==> src/rtl/pipe_stage_reg_if.sv <==
// pipe_stage_reg_if
// Bundles the handshake, payload and control signals of one pipeline stage
// boundary.
//   master : drives InValid/InData/OutReady/Stall/Flush and observes the stage.
//            Used by the surrounding pipeline or a testbench.
//   slave  : the stage register itself.
// Clock and reset are kept as plain module ports and are not part of the bundle.
interface pipe_stage_reg_if #(
  parameter int DATA_WIDTH  = 64,
  parameter int COUNT_WIDTH = 16
);
  logic                   InValid;
  logic                   InReady;
  logic [DATA_WIDTH-1:0]  InData;
  logic                   OutValid;
  logic                   OutReady;
  logic [DATA_WIDTH-1:0]  OutData;
  logic                   Stall;
  logic                   Flush;
  logic [COUNT_WIDTH-1:0] HoldCount;

  modport master (
    output InValid, InData, OutReady, Stall, Flush,
    input  InReady, OutValid, OutData, HoldCount
  );

  modport slave (
    input  InValid, InData, OutReady, Stall, Flush,
    output InReady, OutValid, OutData, HoldCount
  );
endinterface

==> src/rtl/pipe_stage_reg.sv <==
// pipe_stage_reg
// Reusable inter-stage register with a valid/ready handshake and a two-entry
// skid buffer (main + skid), so any boundary can apply back-pressure without
// losing data.
// Ports:
//   Clk      : clock, all state updates on the rising edge
//   Reset_n  : asynchronous active-low reset
//   bus      : pipe_stage_reg_if.slave
//              InValid/InData/InReady   upstream handshake (InReady registered)
//              OutValid/OutData/OutReady downstream handshake (outputs registered)
//              Stall   hold request, behaves exactly like OutReady=0
//              Flush   synchronous discard of all contents, highest priority
//              HoldCount saturating count of cycles held with OutValid=1
module pipe_stage_reg #(
  parameter int                   DATA_WIDTH  = 64,
  parameter logic [DATA_WIDTH-1:0] FLUSH_VALUE = {DATA_WIDTH{1'b0}},
  parameter int                   COUNT_WIDTH = 16
) (
  input  logic              Clk,
  input  logic              Reset_n,
  pipe_stage_reg_if.slave   bus
);

  localparam logic [COUNT_WIDTH-1:0] L_HOLD_MAX = {COUNT_WIDTH{1'b1}};
  localparam logic [COUNT_WIDTH-1:0] L_HOLD_ONE = {{(COUNT_WIDTH-1){1'b0}}, 1'b1};

  logic                   r_main_valid;
  logic [DATA_WIDTH-1:0]  r_main_data;
  logic                   r_skid_valid;
  logic [DATA_WIDTH-1:0]  r_skid_data;
  logic                   r_in_ready;
  logic [COUNT_WIDTH-1:0] r_hold_count;

  logic                   w_in_xfer;
  logic                   w_out_xfer;
  logic                   w_main_valid_nxt;
  logic [DATA_WIDTH-1:0]  w_main_data_nxt;
  logic                   w_skid_valid_nxt;
  logic [DATA_WIDTH-1:0]  w_skid_data_nxt;
  logic [COUNT_WIDTH-1:0] w_hold_count_nxt;

  assign w_in_xfer  = bus.InValid & r_in_ready;
  assign w_out_xfer = r_main_valid & bus.OutReady & ~bus.Stall;

  // Next-state of main/skid storage from occupancy, handshakes and flush
  always_comb begin
    w_main_valid_nxt = r_main_valid;
    w_main_data_nxt  = r_main_data;
    w_skid_valid_nxt = r_skid_valid;
    w_skid_data_nxt  = r_skid_data;
    if (bus.Flush) begin
      w_main_valid_nxt = 1'b0;
      w_skid_valid_nxt = 1'b0;
      w_main_data_nxt  = FLUSH_VALUE;
    end else begin
      case ({r_main_valid, r_skid_valid})
        2'b00: begin
          if (w_in_xfer) begin
            w_main_valid_nxt = 1'b1;
            w_main_data_nxt  = bus.InData;
          end else begin
            w_main_valid_nxt = 1'b0;
          end
        end
        2'b10: begin
          if (w_out_xfer) begin
            if (w_in_xfer) begin
              w_main_data_nxt = bus.InData;
            end else begin
              // Emptied: data is left as-is so OutData keeps its last word
              w_main_valid_nxt = 1'b0;
            end
          end else begin
            if (w_in_xfer) begin
              w_skid_valid_nxt = 1'b1;
              w_skid_data_nxt  = bus.InData;
            end else begin
              w_skid_valid_nxt = 1'b0;
            end
          end
        end
        2'b11: begin
          // InReady is low here, so only a drain of skid into main can happen
          if (w_out_xfer) begin
            w_main_data_nxt  = r_skid_data;
            w_skid_valid_nxt = 1'b0;
          end else begin
            w_skid_valid_nxt = 1'b1;
          end
        end
        default: begin
          // Skid-only is unreachable; promote the skid word so nothing is stuck
          w_main_valid_nxt = 1'b1;
          w_main_data_nxt  = r_skid_data;
          w_skid_valid_nxt = 1'b0;
        end
      endcase
    end
  end

  // Saturating hold counter, unaffected by flush
  always_comb begin
    w_hold_count_nxt = r_hold_count;
    if (r_main_valid && !w_out_xfer && (r_hold_count != L_HOLD_MAX)) begin
      w_hold_count_nxt = r_hold_count + L_HOLD_ONE;
    end else begin
      w_hold_count_nxt = r_hold_count;
    end
  end

  // State registers; InReady is precomputed so it has no path from OutReady/Stall
  always_ff @(posedge Clk or negedge Reset_n) begin
    if (!Reset_n) begin
      r_main_valid <= 1'b0;
      r_main_data  <= FLUSH_VALUE;
      r_skid_valid <= 1'b0;
      r_skid_data  <= {DATA_WIDTH{1'b0}};
      r_in_ready   <= 1'b1;
      r_hold_count <= {COUNT_WIDTH{1'b0}};
    end else begin
      r_main_valid <= w_main_valid_nxt;
      r_main_data  <= w_main_data_nxt;
      r_skid_valid <= w_skid_valid_nxt;
      r_skid_data  <= w_skid_data_nxt;
      r_in_ready   <= ~w_skid_valid_nxt;
      r_hold_count <= w_hold_count_nxt;
    end
  end

  assign bus.InReady   = r_in_ready;
  assign bus.OutValid  = r_main_valid;
  assign bus.OutData   = r_main_data;
  assign bus.HoldCount = r_hold_count;

endmodule

==> src/flat_wrapper.sv <==
// flat-port wrapper written by rule: the top's interface ports become plain ports
module pipe_stage_reg_flat 
#(
  parameter int                   DATA_WIDTH  = 64,
  parameter logic [DATA_WIDTH-1:0] FLUSH_VALUE = {DATA_WIDTH{1'b0}},
  parameter int                   COUNT_WIDTH = 16
)
  (Clk, Reset_n, bus_InValid, bus_InData, bus_OutReady, bus_Stall, bus_Flush, bus_InReady, bus_OutValid, bus_OutData, bus_HoldCount);
  pipe_stage_reg_if #(.DATA_WIDTH(DATA_WIDTH), .COUNT_WIDTH(COUNT_WIDTH)) bus_i ();
  input  logic Clk;
  input  logic Reset_n;
  input wire logic [$bits(bus_i.InValid)-1:0] bus_InValid;
  input wire logic [$bits(bus_i.InData)-1:0] bus_InData;
  input wire logic [$bits(bus_i.OutReady)-1:0] bus_OutReady;
  input wire logic [$bits(bus_i.Stall)-1:0] bus_Stall;
  input wire logic [$bits(bus_i.Flush)-1:0] bus_Flush;
  output wire logic [$bits(bus_i.InReady)-1:0] bus_InReady;
  output wire logic [$bits(bus_i.OutValid)-1:0] bus_OutValid;
  output wire logic [$bits(bus_i.OutData)-1:0] bus_OutData;
  output wire logic [$bits(bus_i.HoldCount)-1:0] bus_HoldCount;
  assign bus_i.InValid = bus_InValid;
  assign bus_i.InData = bus_InData;
  assign bus_i.OutReady = bus_OutReady;
  assign bus_i.Stall = bus_Stall;
  assign bus_i.Flush = bus_Flush;
  assign bus_InReady = bus_i.InReady;
  assign bus_OutValid = bus_i.OutValid;
  assign bus_OutData = bus_i.OutData;
  assign bus_HoldCount = bus_i.HoldCount;
  pipe_stage_reg #(.DATA_WIDTH(DATA_WIDTH), .FLUSH_VALUE(FLUSH_VALUE), .COUNT_WIDTH(COUNT_WIDTH)) u_core (.Clk(Clk), .Reset_n(Reset_n), .bus(bus_i));
endmodule
==> config.mk <==
export PLATFORM = sky130hd
export DESIGN_NAME = pipe_stage_reg_flat
export DESIGN_NICKNAME = d
export VERILOG_FILES = /design/src/rtl/pipe_stage_reg_if.sv /design/src/rtl/pipe_stage_reg.sv /design/src/flat_wrapper.sv
export SDC_FILE = /design/constraint.sdc
export NUM_CORES = 1
export LEC_CHECK = 0
export ABC_AREA = 0
export BUFFER_PORTS_ARGS = -buffer_cell sky130_fd_sc_hd__buf_2
export CAP_MARGIN = 20
export CORE_MARGIN = 2
export CORE_UTILIZATION = 40
export CTS_BUF_LIST = sky130_fd_sc_hd__clkbuf_16
export DETAILED_ROUTE_END_ITERATION = 8
export HOLD_SLACK_MARGIN = 0.06
export SKIP_LAST_GASP = 1
export SLEW_MARGIN = 10
export SYNTH_ARGS = -nofsm -noshare
export SYNTH_HDL_FRONTEND = slang
export SYNTH_SLANG_ARGS = --single-unit
==> constraint.sdc <==
create_clock -name Clk -period 5.9 [get_ports Clk]
set_clock_uncertainty 0.2 [all_clocks]
set_input_delay 1.77 -clock Clk [delete_from_list [all_inputs] [get_ports Clk]]
set_output_delay 1.77 -clock Clk [all_outputs]
set_load 0.02 [all_outputs]
==> summary.md, run 1 <==
| Metric | Value |
|---|---|
| Result of the run | finished clean |
| Share of the synthesized area in compound gates (AO/OA/AOI/OAI) | 8.33% |
| DRT Pass-1 Iters | 4 |
| Count of vias placed by the detailed router | 4411 |
| Clock-pin slew on the worst setup and hold paths | 0.06 ns |
| Area share of xor/xnor cells in the synthesized design | 1.37% |
| Die height | 130 µm |
| Synthesized area divided by synthesized cell count | 12.7 µm² |
| Weighted congestion reported at the end of routability-driven placement | 0.777 |
| Count of input and output buffers | 151 |
| Most instantiated flip-flop cell in the synthesis netlist | dfrtp_1 |
| Final Routed Wirelength | 14200 µm |
| Depth of the worst register-to-register path | 5 |
| Data arrival time of the critical path | 3.57 ns |
| Total of flip-flops plus latches after synthesis | 147 |
| Nets | 720 |
| Global routing usage summed across all routing layers | 17.6% |
| Largest net degree at the start of global routing | 101 |
| Worst IR drop on VDD | 195 µV |
| Portion of the post-synthesis area used by sequential elements | 57.5% |
| Mux cell area share after synthesis | 22.0% |
| Worst Path Buf+Inv | 3 |
| Number of ports placed on the die boundary | 152 |
| Proportion of synthesized flip-flops having asynchronous set or reset | 100% |
| Slowest stage cell, crit path | nor2_4 |
| Worst setup path startpoint | bus_OutReady |
| Depth of the CTS H-tree | 4 |
| Final critical-path share of the clock period | 58.6% |
| Number of global-route vias before repair | 4501 |
| Most common cell in the synthesized netlist | dfrtp_1 |
| Post-synth cell types | 34 |
| Final core utilization | 50.2% |
| Leading cell types by total area after synthesis | dfrtp_1 (57%), mux2_2 (12%), mux2i_1 (10%), a211oi_1 (7.5%), nor2_1 (4.4%) |
| First-pass GRT wire length | 23000 µm |
| Hold Violations, Final | 0 |
| Syn Std Cell Area | 6400 µm² |
| Worst path depth | 7 |
| Adder-cell area share of the yosys netlist | 0.196% |
| Count of flip-flops with a built-in enable after synthesis | 0 |
| Setup bufs post-CTS | 0 |
| Starting utilization of the core area | 40.6% |
| Largest area contributor in the synthesized netlist | dfrtp_1 |
| Family with the most delay on the worst path | simple AND/OR/NAND/NOR gates |
| Final critical delay including setup and external delays | 3.46 ns |
| Synth Net Count | 576 |
| Slowest cell delay on critical path | 0.55 ns |
| Number of max-cap violations | 0 |
| Via/cell ratio | 5.02 |
| Highest fanout seen on the critical path | 100 |
| Setup CP Type | in2reg |
| Cell-by-cell trace of the critical path | buf_2, inv_1, o21a_1, nor2_4, buf_12, nor2_1, a211oi_1 |
| Area share of the leading cell type in the synthesized netlist | 57.1% |
| Slack of the critical path | 2.44 ns |
| Final setup fails | 0 |
| Area fraction in and, or, nand and nor cells after synthesis | 7.51% |
| Unrepaired setup endpoints after global routing | no |
| DIE AREA | 17000 µm² |
| Aggregate negative setup slack | 0 ns |
| Max Transition Viols Final | 0 |
| Initial antenna violation count | 0 |
| Post-detailed-route count of antenna-violating nets | 0 |
| Diodes inserted | 0 |
| Total power divided by cell area | 362 nW/µm² |
| Library cell used as clock root buffer | clkbuf_16 |
| Total clock buffers created by CTS | 17 |
| Total global routing overflow | 0 |
| Detailed Route Iter0 Violations | 203 |
| Max transition margin | 49.6% |
| Post-route DRC violation count | 0 |
| Fraction of layout instances using a drive strength above 1 | 39.4% |
| CP Capture Point | u_core.bus.OutData[47]$_DFFE_PN0P_ |
| Site row count | 46 |
| PostCTS Resize Cnt | 0 |
| Measured slew at the worst slew-check pin | 0.757 ns |
| Gate count after technology mapping | 505 |
| Syn-to-layout area delta | 23.7% |
| Die width | 130 µm |
| Longest Clk Path Bufs | 2 |
| Largest family of logic cells by synthesized area | multiplexers |
| Setup crit start kind | primary input |
| Reg2reg start | u_core.r_skid_valid$_DFF_PN0_ |
| Cts hold-fix bufs | 0 |
| Clock Latency Late Sink | 0.42 ns |
| Yosys synthesis warning count | 0 |
| Core region area | 15800 µm² |
| List of most frequent post-synthesis cells | dfrtp_1 (146), nor2_1 (75), mux2_2 (68), a211oi_1 (64), mux2i_1 (64) |
| Element type at the critical path end | register |
| Leak pwr | 0.00360 µW |
| Required time of the critical path | 6.01 ns |
| Classification of the worst-slack hold path | reg2reg |
| Worst reg2reg endpoint | u_core.r_skid_data[41]$_DFFE_PN0P_ |
| CTS tree | done |
| Detailed placer's ending HPWL | 9320 µm |
| Wirelength per Cell | 16.2 µm |
| Total number of clock tree sinks | 147 |
| Worst setup timing slack at the placement stage | 2.04 ns |
| Reg-to-reg setup timing slack | 3.34 ns |
| Maximum frequency from static timing analysis | 0.289 GHz |
[power by group]
group / total (µW) / switching (µW) / internal [µW] / leakage (µW)
clock: 1050 / 402 / 652 / 0.000289
combinational: 500 / 269 / 231 / 0.00145
sequential: 1310 / 115 / 1200 / 0.00186
total: 2870 / 786 / 2080 / 0.00360
[placed cells by master (no fill, tap or decap), types with 2 or more instances in the layout]
cell type  netlist  layout
buf_2           15     150
dfrtp_1        146     145
nor2_1          75      74
mux2_2          68      68
mux2i_1         64      64
a211oi_1        64      64
clkbuf_16        0      17
nand2_1          9       9
nand4_1          8       8
clkinv_2         0       7
buf_4            0       6
xor2_1           5       5
xnor2_1          5       5
a21oi_1          3       3
inv_1            2       3
bufinv_16        0       3
clkinv_1         0       3
nand3_1          2       2
and2_1           2       2
nor3_1           2       2
[state kept, by name (all words and copies together) (netlist names)]
register / count
u_core.bus.InReady: 1
u_core.bus.OutValid: 1
u_core.r_skid_data: 64
u_core.r_skid_valid: 1
u_core.bus.HoldCount: 16
u_core.bus.OutData: 64
[final cells by class]
| class | instances | area (µm²) |
|---|---|---|
| Clock buffer | 17 | 425 |
| Sequential cell | 147 | 3680 |
| Timing Repair Buffer | 159 | 855 |
| Tap cell | 216 | 270 |
| Fill cell | 1444 | 7850 |
| Clock inverter | 15 | 148 |
| Multi-Input combinational cell | 322 | 2530 |
| Inverter | 2 | 7.51 |
[worst min-delay path by stage]
stage                                                    from                                  end  cells past startpoint
final                      u_core.r_skid_data[34]$_DFFE_PN0P_   u_core.r_skid_data[34]$_DFFE_PN0P_                      1
after detailed placement  u_core.bus.HoldCount[6]$_DFFE_PN0P_  u_core.bus.HoldCount[6]$_DFFE_PN0P_                      1
after global routing       u_core.r_skid_data[38]$_DFFE_PN0P_   u_core.r_skid_data[38]$_DFFE_PN0P_                      1
after floorplan             u_core.r_skid_data[0]$_DFFE_PN0P_    u_core.r_skid_data[0]$_DFFE_PN0P_                      1
after CTS                  u_core.r_skid_data[50]$_DFFE_PN0P_   u_core.r_skid_data[50]$_DFFE_PN0P_                      1
after global placement    u_core.bus.HoldCount[6]$_DFFE_PN0P_  u_core.bus.HoldCount[6]$_DFFE_PN0P_                      1
[metal layers]
layer	track usage, %	part of all wire (%)	up-vias
met5	0	0	-
met4	7.51	1.7	0
met2	27.8	46	115
met1	22.5	46	2161
li1	-	-	2115
met3	5.50	6.3	20
[stage by stage]
| step | cell area [µm²] | hold WS, ns | cells | total power (µW) |
|---|---|---|---|---|
| finish | 7920 | 0.303 | 878 | 2870 |
| detailed placement | 7320 | 0.295 | 845 | 1840 |
| global placement | 7320 | 0.285 | 845 | 1810 |
| CTS | 7890 | 0.308 | 877 | 2900 |
| global route | 7920 | 0.313 | 878 | 3020 |
| floorplan | 6400 | 0.280 | 505 | 1650 |
[worst reg2reg max path, cell delays in order (launching register included)]
cell     delay (ns)
dfrtp_4        0.47
buf_4          0.30
buf_16         0.28
nor4_4         0.32
buf_4          0.47
mux2_2         0.41
[cells by family (layout without fill, tap and decap cells)]
group | count (synthesis) | after routing
AOI/OAI and AO/OA | 72 | 72
xor gates and xnor gates | 10 | 10
adders and majority gates | 1 | 1
buffers and inverters | 36 | 193
DFF | 147 | 147
muxes | 132 | 132
and+or+nand+nor | 107 | 107
No activity file was read; power rests on OpenSTA's default activity.
==> inputs of run 2 (changes only) <==
==> constraint.sdc (replaced) <==
create_clock -name Clk -period 3.53 [get_ports Clk]
set_clock_uncertainty 0.2 [all_clocks]
set_input_delay 1.059 -clock Clk [delete_from_list [all_inputs] [get_ports Clk]]
set_output_delay 1.059 -clock Clk [all_outputs]
set_load 0.02 [all_outputs]
==> run 2 against run 1 <==
Wire length up 0.36%; critical path depth down 6; sequential share of layout area down 0.43 points; combinational power up 68%; largest power group unchanged.
==> summary.md, run 2 (synthesis gave the netlist of run 1 again) <==
| Metric | Value |
|---|---|
| Fraction of layout instances using a drive strength above 1 | 39.4% (-0.059 points) |
| Max transition margin | 45.5% (-4.1 points) |
| Max Transition Viols Final | 0 (unchanged) |
| Post-route DRC violation count | 0 (unchanged) |
| Reg2reg start | u_core.r_skid_valid$_DFF_PN0_ |
| Cts hold-fix bufs | 0 (unchanged) |
| Count of vias placed by the detailed router | 4424 (+0.29%) |
| Part of the total power dissipated in sequential elements | 43.8% (-2.0 points) |
| Total number of clock tree sinks | 147 (unchanged) |
| Number of max-cap violations | 0 (unchanged) |
| Number of instances on the worst hold path | 1 (unchanged) |
| Die height | 130 µm (unchanged) |
| Leak pwr | 0.00364 µW (+1.1%) |
| Total clock buffers created by CTS | 17 (unchanged) |
| Commonest non-fill, non-tap cells in the layout | buf_2 (150), dfrtp_1 (145), nor2_1 (74) |
| Largest net degree at the start of global routing | 101 (unchanged) |
| Aggregate negative setup slack | 0 ns (unchanged) |
| Die width | 130 µm (unchanged) |
| Startpoint of the most critical hold path | u_core.r_skid_data[37]$_DFFE_PN0P_ |
| Power share of the clock group | 39.5% (+2.8 points) |
| Cell-by-cell trace of the critical path | buf_2 |
| DRT Pass-1 Iters | 4 (unchanged) |
| Number of ports placed on the die boundary | 152 (unchanged) |
| NetSw | 1320 µW (+68%) |
| Depth of the CTS H-tree | 4 (unchanged) |
| Worst Path Buf+Inv | 1 (-2) |
| First-pass GRT wire length | 22800 µm (-0.69%) |
| Slowest cell delay on critical path | 0.54 ns (about the same) |
| Diodes inserted | 0 (unchanged) |
| Depth of the worst register-to-register path | 3 (-2) |
| Highest fanout seen on the critical path | 3 (-97%) |
| Family with the most delay on the worst path | flip-flops |
| Reg-to-reg setup timing slack | 1.33 ns (-2.01 ns) |
| Syn-to-layout area delta | 24.9% |
| Result of the run | finished clean |
| Total global routing overflow | 0 (unchanged) |
| Wirelength per Cell | 16.2 µm (+0.25%) |
| Post-detailed-route count of antenna-violating nets | 0 (unchanged) |
| Worst reg2reg endpoint | u_core.bus.OutData[25]$_DFFE_PN0P_ |
| Maximum frequency from static timing analysis | 0.418 GHz |
| Unrepaired setup endpoints after global routing | no |
| Fraction of power consumed by combinational cells | 16.7% (-0.7 points) |
| Initial antenna violation count | 0 (unchanged) |
| DIE AREA | 17000 µm² (unchanged) |
| PostCTS Resize Cnt | 0 (unchanged) |
| Internal power consumption | 3700 µW (+78%) |
| Total power divided by cell area | 628 nW/µm² (+73%) |
| Required time of the critical path | 2.27 ns (-3.74 ns) |
| Via/cell ratio | 5.03 (+0.18%) |
| Setup CP Type | reg2out |
| Hold Violations, Final | 0 (unchanged) |
| Total power | 5020 µW (+75%) |
| Site row count | 46 (unchanged) |
| Data arrival time of the critical path | 1.13 ns (-2.44 ns) |
| Starting utilization of the core area | 40.6% (unchanged) |
| Number of global-route vias before repair | 4462 (-0.87%) |
| Final Routed Wirelength | 14200 µm (+0.36%) |
| Most frequent standard cell in the layout excluding fill and tap cells | buf_2 |
| Nets | 721 (+0.14%) |
| Worst IR drop on VDD | 335 µV (+72%) |
| Weighted congestion reported at the end of routability-driven placement | 0.731 (-6.0%) |
| Core region area | 15800 µm² (unchanged) |
| Clock-pin slew on the worst setup and hold paths | 0.06 ns (about the same) |
| CTS tree | done |
| Library cell used as clock root buffer | clkbuf_16 |
| Count of input and output buffers | 151 (unchanged) |
| Global routing usage summed across all routing layers | 17.6% (about the same) |
| Detailed Route Iter0 Violations | 171 (-16%) |
| Final critical-path share of the clock period | 67.7% |
| Switching share of total power | 26.3% (-1.1 points) |
| Setup bufs post-CTS | 0 (unchanged) |
| Hold path endpoint | u_core.r_skid_data[37]$_DFFE_PN0P_ |
| Classification of the worst-slack hold path | reg2reg |
| Slowest stage cell, crit path | dfstp_2 |
| Longest Clk Path Bufs | 2 (unchanged) |
| Final critical delay including setup and external delays | 2.39 ns |
| Setup crit start kind | register |
| Detailed placer's ending HPWL | 9440 µm (+1.3%) |
| Clock Latency Late Sink | 0.42 ns (about the same) |
| Element type at the critical path end | output pin |
| Final setup fails | 0 (unchanged) |
| Measured slew at the worst slew-check pin | 0.818 ns (+0.0612 ns) |
==> run 2: cell count changes in the layout (fill, tap and decap cells not counted), sizes merged <==
| cell | before | now |
|---|---|---|
| inv | 3 | 5 |
| clkinv | 10 | 5 |
| buf | 159 | 160 |
| bufinv | 3 | 6 |
==> run 2: worst max-delay path by stage <==
stage,from,endpoint,slack (ns),cells past startpoint
floorplan,bus_OutReady,u_core.r_skid_data[0]$_DFFE_PN0P_,0.94,5
global placement,bus_OutReady,u_core.r_skid_data[21]$_DFFE_PN0P_,0.83,6
detailed placement,bus_OutReady,u_core.r_skid_data[28]$_DFFE_PN0P_,0.81,6
CTS,u_core.bus.InReady$_DFF_PN1_,bus_InReady,1.12,1
global route,u_core.bus.InReady$_DFF_PN1_,bus_InReady,1.11,1
finish,u_core.bus.InReady$_DFF_PN1_,bus_InReady,1.14,1
==> run 2: worst register-to-register path: stages, from the launching register on <==
cell      delay (ns)
dfrtp_4         0.65
buf_4           0.74
mux2i_1         0.20
a211oi_1        0.31
==> run 2: per-layer routing <==
layer	GRT usage [%]	part of all wire, %
met4	7.70	2.3
met1	24.2	47
met5	0	0
met3	4.44	5.2
met2	26.5	45
==> run 2: power groups by stage <==
stage | clock, µW | sequential [µW] | combinational, µW
floorplan | 0 | 2310 | 449
finish | 1980 | 2200 | 838
detailed placement | 0 | 2230 | 850
CTS | 2030 | 2200 | 851
global route | 2120 | 2240 | 922
global placement | 0 | 2210 | 817
==> run 2: area by class of cell <==
cell class | count | area [µm²]
Timing Repair Buffer | 160 | 855
Tap cell | 216 | 270
Fill cell | 1407 | 7780
Clock inverter | 15 | 221
Multi-Input combinational cell | 322 | 2530
Sequential cell | 147 | 3680
Clock buffer | 17 | 425
Inverter | 2 | 7.51
==> run 2: stage by stage <==
| step | util (%) | hold slack (ns) | cell area, µm² | instances | worst slack [ns] |
|---|---|---|---|---|---|
| floorplan | - | 0.280 | 6400 | 505 | 0.942 |
| global placement | 46.6 | 0.288 | 7340 | 847 | 0.833 |
| detailed placement | 46.6 | 0.296 | 7340 | 847 | 0.808 |
| CTS | 50.7 | 0.309 | 7990 | 879 | 1.12 |
| global route | 50.7 | 0.321 | 7990 | 879 | 1.11 |
| finish | 50.7 | 0.305 | 7990 | 879 | 1.14 |
